[src/rtl/riscv_core.sv]
`default_nettype none
// riscv_core: single-issue 3-stage (F/E/W) RV32I core driving synchronous instruction and data SRAMs.
// Optional macro ILLEGAL_HALT_EN: a non-RV32I opcode in E halts the core until reset.
module riscv_core #(
   parameter logic [31:0] RESET_PC = 32'h0000_0000
) (
   input  logic        clk,
   input  logic        rstn,
   output logic [15:0] ins_a,
   output logic        ins_e,
   input  logic [31:0] ins,
   output logic [15:0] dat_a,
   output logic [3:0]  dat_we,
   output logic [31:0] dat_wd,
   output logic [3:0]  dat_re,
   input  logic [31:0] dat_rd
);
   localparam logic [6:0] OP_LUI   = 7'b0110111;
   localparam logic [6:0] OP_AUIPC = 7'b0010111;
   localparam logic [6:0] OP_JAL   = 7'b1101111;
   localparam logic [6:0] OP_JALR  = 7'b1100111;
   localparam logic [6:0] OP_BR    = 7'b1100011;
   localparam logic [6:0] OP_LD    = 7'b0000011;
   localparam logic [6:0] OP_ST    = 7'b0100011;
   localparam logic [6:0] OP_IMM   = 7'b0010011;
   localparam logic [6:0] OP_OP    = 7'b0110011;

   logic [31:0] pc_q, pc_e_q, res_w_q;
   logic        vld_e_q, wr_w_q, ld_w_q;
   logic [4:0]  rd_w_q;
   logic [2:0]  f3_w_q;
   logic [1:0]  alo_w_q;
   logic [31:0] rf_q [32];
   logic        halt_q, halt_set;

   logic [6:0]  opc;
   logic [4:0]  rd, rs1, rs2;
   logic [2:0]  f3;
   logic        is_lui, is_auipc, is_jal, is_jalr, is_br, is_ld, is_st, is_imm, is_op, wr_e;
   logic [31:0] imm_i, imm_s, imm_b, imm_u, imm_j;
   logic [31:0] rs1_v, rs2_v, op_b, alu, res, target, ld_val, wb_val, st_data;
   logic [4:0]  sh;
   logic        br_eq, br_lt, br_ltu, br_take, redirect;
   logic [15:0] mem_addr;
   logic [3:0]  mask;
   logic [7:0]  ld_b;
   logic [15:0] ld_h;

   assign opc = ins[6:0];
   assign rd  = ins[11:7];
   assign f3  = ins[14:12];
   assign rs1 = ins[19:15];
   assign rs2 = ins[24:20];

   assign is_lui   = (opc == OP_LUI);
   assign is_auipc = (opc == OP_AUIPC);
   assign is_jal   = (opc == OP_JAL);
   assign is_jalr  = (opc == OP_JALR);
   assign is_br    = (opc == OP_BR);
   assign is_ld    = (opc == OP_LD);
   assign is_st    = (opc == OP_ST);
   assign is_imm   = (opc == OP_IMM);
   assign is_op    = (opc == OP_OP);
   assign wr_e     = (is_lui | is_auipc | is_jal | is_jalr | is_ld | is_imm | is_op) && (rd != 5'd0);

   assign imm_i = {{20{ins[31]}}, ins[31:20]};
   assign imm_s = {{20{ins[31]}}, ins[31:25], ins[11:7]};
   assign imm_b = {{19{ins[31]}}, ins[31], ins[7], ins[30:25], ins[11:8], 1'b0};
   assign imm_u = {ins[31:12], 12'h000};
   assign imm_j = {{11{ins[31]}}, ins[31], ins[19:12], ins[20], ins[30:21], 1'b0};

   // W result, including the load path straight from dat_rd, is what E sees on a forward
   assign ld_b   = dat_rd[{alo_w_q, 3'b000} +: 8];
   assign ld_h   = alo_w_q[1] ? dat_rd[31:16] : dat_rd[15:0];
   always_comb begin
      ld_val = dat_rd;
      case (f3_w_q)
         3'b000:  ld_val = {{24{ld_b[7]}}, ld_b};
         3'b001:  ld_val = {{16{ld_h[15]}}, ld_h};
         3'b100:  ld_val = {24'h0, ld_b};
         3'b101:  ld_val = {16'h0, ld_h};
         default: ld_val = dat_rd;
      endcase
   end
   assign wb_val = ld_w_q ? ld_val : res_w_q;

   always_comb begin
      rs1_v = rf_q[rs1];
      rs2_v = rf_q[rs2];
      if (wr_w_q && (rd_w_q == rs1)) rs1_v = wb_val;
      if (wr_w_q && (rd_w_q == rs2)) rs2_v = wb_val;
      if (rs1 == 5'd0) rs1_v = 32'h0;
      if (rs2 == 5'd0) rs2_v = 32'h0;
   end

   always_comb begin
      op_b = is_op ? rs2_v : imm_i;
      sh   = op_b[4:0];
      alu  = 32'h0;
      case (f3)
         3'b000:  alu = (is_op && ins[30]) ? rs1_v - op_b : rs1_v + op_b;
         3'b001:  alu = rs1_v << sh;
         3'b010:  alu = {31'h0, $signed(rs1_v) < $signed(op_b)};
         3'b011:  alu = {31'h0, rs1_v < op_b};
         3'b100:  alu = rs1_v ^ op_b;
         3'b101:  alu = ins[30] ? $unsigned($signed(rs1_v) >>> sh) : rs1_v >> sh;
         3'b110:  alu = rs1_v | op_b;
         default: alu = rs1_v & op_b;
      endcase
   end

   always_comb begin
      res = alu;
      if (is_lui)                res = imm_u;
      else if (is_auipc)         res = pc_e_q + imm_u;
      else if (is_jal | is_jalr) res = pc_e_q + 32'd4;
   end

   assign br_eq  = (rs1_v == rs2_v);
   assign br_lt  = ($signed(rs1_v) < $signed(rs2_v));
   assign br_ltu = (rs1_v < rs2_v);
   always_comb begin
      case (f3)
         3'b000:  br_take = br_eq;
         3'b001:  br_take = !br_eq;
         3'b100:  br_take = br_lt;
         3'b101:  br_take = !br_lt;
         3'b110:  br_take = br_ltu;
         3'b111:  br_take = !br_ltu;
         default: br_take = 1'b0;
      endcase
   end

   always_comb begin
      target = pc_e_q + imm_b;
      if (is_jal)       target = pc_e_q + imm_j;
      else if (is_jalr) target = (rs1_v + imm_i) & ~32'h1;
   end
   assign redirect = vld_e_q && (is_jal || is_jalr || (is_br && br_take));

   // Only the low 16 address bits reach the SRAM, so the upper sum bits are never formed
   assign mem_addr = rs1_v[15:0] + (is_st ? imm_s[15:0] : imm_i[15:0]);
   always_comb begin
      case (f3[1:0])
         2'b00:   begin mask = 4'b0001 << mem_addr[1:0];          st_data = {4{rs2_v[7:0]}};  end
         2'b01:   begin mask = 4'b0011 << {mem_addr[1], 1'b0};    st_data = {2{rs2_v[15:0]}}; end
         default: begin mask = 4'b1111;                           st_data = rs2_v;            end
      endcase
   end

   assign dat_a  = (vld_e_q && (is_ld || is_st)) ? mem_addr : 16'h0;
   assign dat_we = (vld_e_q && is_st) ? mask : 4'h0;
   assign dat_re = (vld_e_q && is_ld) ? mask : 4'h0;
   assign dat_wd = (vld_e_q && is_st) ? st_data : 32'h0;

   assign ins_a = pc_q[15:0];
   assign ins_e = !rstn && !halt_q;

`ifdef ILLEGAL_HALT_EN
   logic known_op;
   assign known_op = is_lui | is_auipc | is_jal | is_jalr | is_br | is_ld | is_st | is_imm | is_op
                   | (opc == 7'b0001111);
   assign halt_set = vld_e_q && !known_op && !halt_q;
   always_ff @(posedge clk or posedge rstn) begin
      if (rstn)          halt_q <= 1'b0;
      else if (halt_set) halt_q <= 1'b1;
   end
`else
   assign halt_set = 1'b0;
   assign halt_q   = 1'b0;
`endif

   always_ff @(posedge clk or posedge rstn) begin
      if (rstn) begin
         pc_q    <= RESET_PC;
         pc_e_q  <= RESET_PC;
         vld_e_q <= 1'b0;
         wr_w_q  <= 1'b0;
         ld_w_q  <= 1'b0;
         rd_w_q  <= 5'd0;
         f3_w_q  <= 3'd0;
         alo_w_q <= 2'd0;
         res_w_q <= 32'h0;
         for (int i = 0; i < 32; i++) rf_q[i] <= 32'h0;
      end else begin
         if (!halt_q && !halt_set) pc_q <= redirect ? target : pc_q + 32'd4;
         pc_e_q  <= pc_q;
         vld_e_q <= ins_e && !redirect && !halt_set;
         wr_w_q  <= vld_e_q && wr_e && !halt_set;
         ld_w_q  <= is_ld;
         rd_w_q  <= rd;
         f3_w_q  <= f3;
         alo_w_q <= mem_addr[1:0];
         res_w_q <= res;
         if (wr_w_q && !halt_q) rf_q[rd_w_q] <= wb_val;
      end
   end

endmodule
`default_nettype wire

[config.mk]
export PLATFORM = sky130hd
export DESIGN_NAME = riscv_core
export DESIGN_NICKNAME = d
export VERILOG_FILES = /design/src/rtl/riscv_core.sv
export SDC_FILE = /design/constraint.sdc
export NUM_CORES = 2
export LEC_CHECK = 0
export BUFFER_PORTS_ARGS = -buffer_cell sky130_fd_sc_hd__buf_2
export CAP_MARGIN = 25
export CORE_MARGIN = 2
export CORE_UTILIZATION = 70
export CTS_BUF_LIST = sky130_fd_sc_hd__clkbuf_8
export DETAILED_ROUTE_END_ITERATION = 12
export GPL_ROUTABILITY_DRIVEN = 1
export PLACE_DENSITY_LB_ADDON = 0.1
export SLEW_MARGIN = 20
export SYNTH_ARGS = -nofsm -noshare
export SYNTH_HDL_FRONTEND = slang
export SYNTH_SLANG_ARGS = --single-unit
[constraint.sdc]
create_clock -name clk -period 61.7 [get_ports clk]
set_input_delay 0 -clock clk [delete_from_list [all_inputs] [get_ports clk]]
set_output_delay 0 -clock clk [all_outputs]
set_load 0.005 [all_outputs]
==> flow_metrics.env, run 1 <==
export IMPL_pin_count=139
export IMPL_dpl_hpwl_um=234000
export IMPL_gp_congestion=1.167
export IMPL_synth_enable_flop_cells=0
export IMPL_die_h_um=334.2
export IMPL_root_buffer="clkbuf_8"
export IMPL_avgSynthCellArea_um2=9.420
export IMPL_grt_ovfl_total=241
export IMPL_ys_types=115
export IMPL_stop_stage="global routing (5_1_grt)"
export IMPL_cts_sinks=1133
export IMPL_synth_area_mm2=0.07630
export IMPL_cts_resized=0
export IMPL_seq_area_frac_synth_pct=37.16
export IMPL_synth_main_ff_cell="dfrtp_1"
export IMPL_synth_top_area_share_pct=37.16
export IMPL_pre_cts_ws_ns=52.77
export IMPL_synth_async_reset_ratio_pct=100.0
export IMPL_syn_instance_count=8100
export IMPL_cts_buffers=179
export IMPL_initial_utilization_pct=70.29
export IMPL_grt_max_degree=201
export IMPL_fp_dieW_um=334.2
export IMPL_syn_nets=8392
export IMPL_ys_seq_elements=1133
export IMPL_synth_warnings=0
export IMPL_synth_area_leaders="dfrtp_1 (37%), mux4_2 (14%), o21ai_0 (8.4%), nand2_1 (6.7%), ha_1 (3.6%)"
export IMPL_outcome="did not finish"
export IMPL_error="[ERROR GRT-0232] Routing congestion too high. Check the congestion heatmap in the GUI."
export IMPL_htree_levels=4
export IMPL_clk_path_buf_depth=3
export IMPL_track_usage_pct=86.44
export IMPL_yosys_area_top_type="dfrtp_1"
export IMPL_io_buffers=138
export IMPL_num_rows=121
## logic make-up after synthesis
family                   synth area share (%)
flip-flops                              37.16
AO/OA/AOI/OAI                           20.54
buffers and inverters                   5.418
adder cells (fa/ha/maj)                 3.775
multiplexers                            17.86
XOR/XNOR                                1.963
AND/OR/NAND/NOR                         13.30
## through the flow
stage,utilization [%],cells,hold WS (ns),cell area [µm²]
detailed placement,70.94,9097,0.1687,77000
CTS,75.06,9476,0.004637,81480
floorplan,-,8100,0.03143,76300
global placement,70.83,9090,0.1676,76880
## cell usage after synthesis (102+ instances only)
master and number:
a21oi_1 440, a22oi_1 153, buf_2 113, clkbuf_1 505, dfrtp_1 1133, ha_1 219
inv_1 159, mux2i_1 225, mux4_2 475, nand2_1 1368, nand3_1 102, nor2_1 362
nor3_1 107, o21ai_0 1274, xnor2_1 115
## metal layers
metal | global-route usage (%) | overflow
met1 | 87.14 | 34
met2 | 96.11 | 73
met3 | 77.38 | 31
met4 | 84.22 | 98
met5 | 61.88 | 5
## repair_timing
item,in CTS
endpoints found under the hold margin,423
setup buffers,0
hold buffers,51
==> inputs of run 2 (changes only) <==
Settings changed: CORE_UTILIZATION 70 to 40, CTS_BUF_LIST sky130_fd_sc_hd__clkbuf_8 to not set, PLACE_DENSITY_LB_ADDON 0.1 to 0.15.
==> run 2 against run 1 <==
Compared with the run above: the flow now finishes, with violations (negative hold slack); synthesized cell count is the same; area after synthesis is the same.
==> flow_metrics.env, run 2 <==
export IMPL_outcome="finished, violations left"
export IMPL_violations="negative hold slack"
export IMPL_antenna_found_initial=16
export IMPL_die_area_mm2=0.1943
export IMPL_startpoint_type="register"
export IMPL_synth_area_leaders="dfrtp_1 (37%), mux4_2 (14%), o21ai_0 (8.4%), nand2_1 (6.7%), ha_1 (3.6%)"
export IMPL_area_delta_synth_final_pct=9.629
export IMPL_crit_type="reg -> reg"
export IMPL_core_area_mm2=0.1898
export IMPL_cts_tree="built"
export IMPL_synth_most_common_cell="nand2_1"
export IMPL_finalMaxSlewViolations=0
export IMPL_powerDensity_mw_per_mm2=27.88
export IMPL_critical_path_top_delay_family="compound AO/OA/AOI/OAI gates"
export IMPL_wire_per_inst_um=33.05
export IMPL_tightest_slew_ns=1.168
export IMPL_cts_hold_buffers=24
export IMPL_synth_xor_area_share_pct=1.963
export IMPL_max_freq_ghz=0.1302
export IMPL_drt_iter0_drc=7550
export IMPL_synth_warnings=0
export IMPL_drt_pass1_iterations=6
export IMPL_clk_path_buf_depth=3
export IMPL_htree_levels=4
export IMPL_fin_tns_setup_ns=0
export IMPL_fin_area_mm2=0.08365
export IMPL_cts_resized=0
export IMPL_grt_pass1_vias=64650
export IMPL_peakVddDrop_v=0.00002750
export IMPL_yosys_top_cells_count="nand2_1 (1368), o21ai_0 (1274), dfrtp_1 (1133), clkbuf_1 (505), mux4_2 (475)"
export IMPL_yosys_area_top_type="dfrtp_1"
export IMPL_ys_seq_elements=1133
export IMPL_initial_utilization_pct=40.21
export IMPL_fin_nets=8156
export IMPL_hold_viol=2
export IMPL_drv_cap=0
export IMPL_hold_ws_ns=-0.008198
export IMPL_clk_latency_ns=0.83
export IMPL_avgSynthCellArea_um2=9.420
export IMPL_synth_adder_area_share_pct=3.775
export IMPL_drc=0
export IMPL_grt_max_degree=173
export IMPL_gp_congestion=1.098
export IMPL_synth_async_reset_ratio_pct=100.0
export IMPL_slew_limit_headroom_pct=21.88
export IMPL_mostFrequentLayoutCell="nand2_1"
export IMPL_root_buffer="clkbuf_16"
export IMPL_synth_area_mm2=0.07630
export IMPL_regMostFlops="rf_q"
export IMPL_rrSetupSlack_ns=54.02
export IMPL_num_rows=160
export IMPL_final_cell_mix="nand2_1 (1335), o21ai_0 (1274), dfrtp_1 (1133), mux4_2 (475), a21oi_1 (437)"
export IMPL_synthMuxAreaShare_pct=17.86
export IMPL_arrival_ns=8.38
export IMPL_drive_above_1_share_pct=15.62
export IMPL_synth_top_family_by_area="compound AO/OA/AOI/OAI gates"
export IMPL_seq_area_frac_synth_pct=37.16
export IMPL_dpl_hpwl_um=238100
export IMPL_crit_path_frequent_cell="a21o_1"
export IMPL_syn_instance_count=8100
export IMPL_pin_count=139
export IMPL_syn_nets=8392
export IMPL_yosys_area_share_simple_pct=13.30
export IMPL_postCtsSetupBuffers=0
export IMPL_worst_path_max_fanout=62
export IMPL_cts_sinks=1133
export IMPL_rsz0062_at_grt="no"
export IMPL_io_buffers=138
export IMPL_cts_buffers=138
export IMPL_synth_compound_area_share_pct=20.54
export IMPL_grt_ovfl_total=0
export IMPL_crit_buf_inv=4
export IMPL_final_period_utilization_pct=12.45
export IMPL_skew_ns=0.04677
export IMPL_clkTransAtPathRegs_ns=0.06
export IMPL_p_leak_nw=35.99
export IMPL_die_h_um=440.8
export IMPL_endpoint_kind="register"
export IMPL_synth_top_area_share_pct=37.16
export IMPL_setup_viol=0
export IMPL_placed_area_mm2=0.07862
export IMPL_fill_cells=18460
export IMPL_synth_main_ff_cell="dfrtp_1"
export IMPL_num_vias=66950
export IMPL_drt_vias_per_instance=6.384
export IMPL_synth_enable_flop_cells=0
export IMPL_track_usage_pct=35.33
export IMPL_ys_types=115
export IMPL_fin_crit_ns=7.683
export IMPL_antenna_left=0
export IMPL_grt_pass1_wl_um=492700
export IMPL_cpMaxStageDelayCell="a221o_1"
export IMPL_stdcell_count=10490
export IMPL_placedCellCount=10200
export IMPL_fp_dieW_um=440.8
export IMPL_min_path_type="in -> reg"
export IMPL_crit_chain="xor2_1 -> nor4_1 -> and3_4 -> buf_4 -> a221o_1 -> inv_1 -> ha_1 -> a21o_1 -> a21o_1 -> a21o_1 -> a21o_1 -> a21oi_1 -> o21a_1 -> o22ai_1 -> a2111oi_1 -> buf_4 -> mux2_2 -> nand2_2 -> buf_4 -> and4_1 -> a21oi_1"
export IMPL_largest_reg_flops=1024
export IMPL_critical_path_max_stage_delay_ns=0.79
export IMPL_wl_um=346600
export IMPL_crit_required_ns=62.39
[run 2: worst reg2reg max path, stage by stage (launching register included)]
cell       delay [ns]
dfrtp_1          0.55
xor2_1           0.25
nor4_1           0.38
and3_4           0.67
buf_4            0.62
a221o_1          0.83
inv_1            0.51
ha_1             0.46
a21o_1           0.18
a21o_1           0.18
a21o_1           0.18
a21o_1           0.17
a21oi_1          0.13
o21a_1           0.14
o22ai_1          0.19
a2111oi_1        0.53
buf_4            0.19
mux2_2           0.37
nand2_2          0.08
buf_4            0.52
and4_1           0.37
a21oi_1          0.06
[run 2: metrics by stage]
| step | setup WS (ns) | hold WS (ns) | utilization (%) | power (mW) |
|---|---|---|---|---|
| 2_1_floorplan | 29.75 | 0.03143 | - | 1.260 |
| 3_3_place_gp | 53.18 | 0.1557 | 41.30 | 1.473 |
| 3_5_place_dp | 53.67 | 0.1484 | 41.43 | 1.478 |
| 4_1_cts | 53.79 | 0.02156 | 43.98 | 2.326 |
| 5_1_grt | 53.97 | 0.006608 | 44.07 | 2.422 |
| 6_report | 54.02 | -0.008198 | 44.08 | 2.332 |
[run 2: final timing paths]
kind,to,startpoint,cells after the start
max in group asynchronous,rf_q[789],rstn,7
hold / removal,rf_q[945],dat_rd[17],4
hold reg to reg,pc_e_q[30],pc_q[30],0
setup reg to reg,pc_q[30],rd_w_q[2],21
setup / recovery,pc_q[30],rd_w_q[2],21
min in group asynchronous,pc_q[9],rstn,4
[run 2: cell families after synthesis]
family / count (synthesis)
AO/OA/AOI/OAI: 2594
multiplexers: 748
AND/OR/NAND/NOR: 2324
buffers and inverters: 904
adder cells (fa/ha/maj): 226
flip-flops: 1133
XOR/XNOR: 171
[run 2: layout make-up]
| class | instances | area (µm²) | share of cell area [%] |
|---|---|---|---|
| Timing Repair Buffer | 353 | 2661 | 3.181 |
| Tap cell | 2511 | 3142 | 3.756 |
| Multi-Input combinational cell | 6063 | 44200 | 52.84 |
| Clock inverter | 42 | 594.3 | 0.7105 |
| Inverter | 175 | 666.9 | 0.7972 |
| Antenna cell | 10 | 25.02 | 0.02991 |
| Clock buffer | 200 | 4006 | 4.789 |
| Sequential cell | 1133 | 28350 | 33.89 |
[run 2: power by group]
part           leakage [nW]  switching (mW)  total [mW]  internal, mW
Combinational          23.2           0.413       0.634         0.221
Clock                  2.25           0.354       0.845         0.491
Sequential             10.5          0.0599       0.853         0.793
Total                  36.0           0.827        2.33          1.50
[run 2: layer usage]
layer / part of all wire, % / track usage [%] / up-vias
met3: 7.3 / 6.358 / 778
met5: 0.020 / 0 / -
met4: 7.2 / 22.14 / 10
met2: 46 / 55.36 / 2913
li1: - / - / 29200
met1: 40 / 45.30 / 34050
Power figures use the tool's default switching activity.
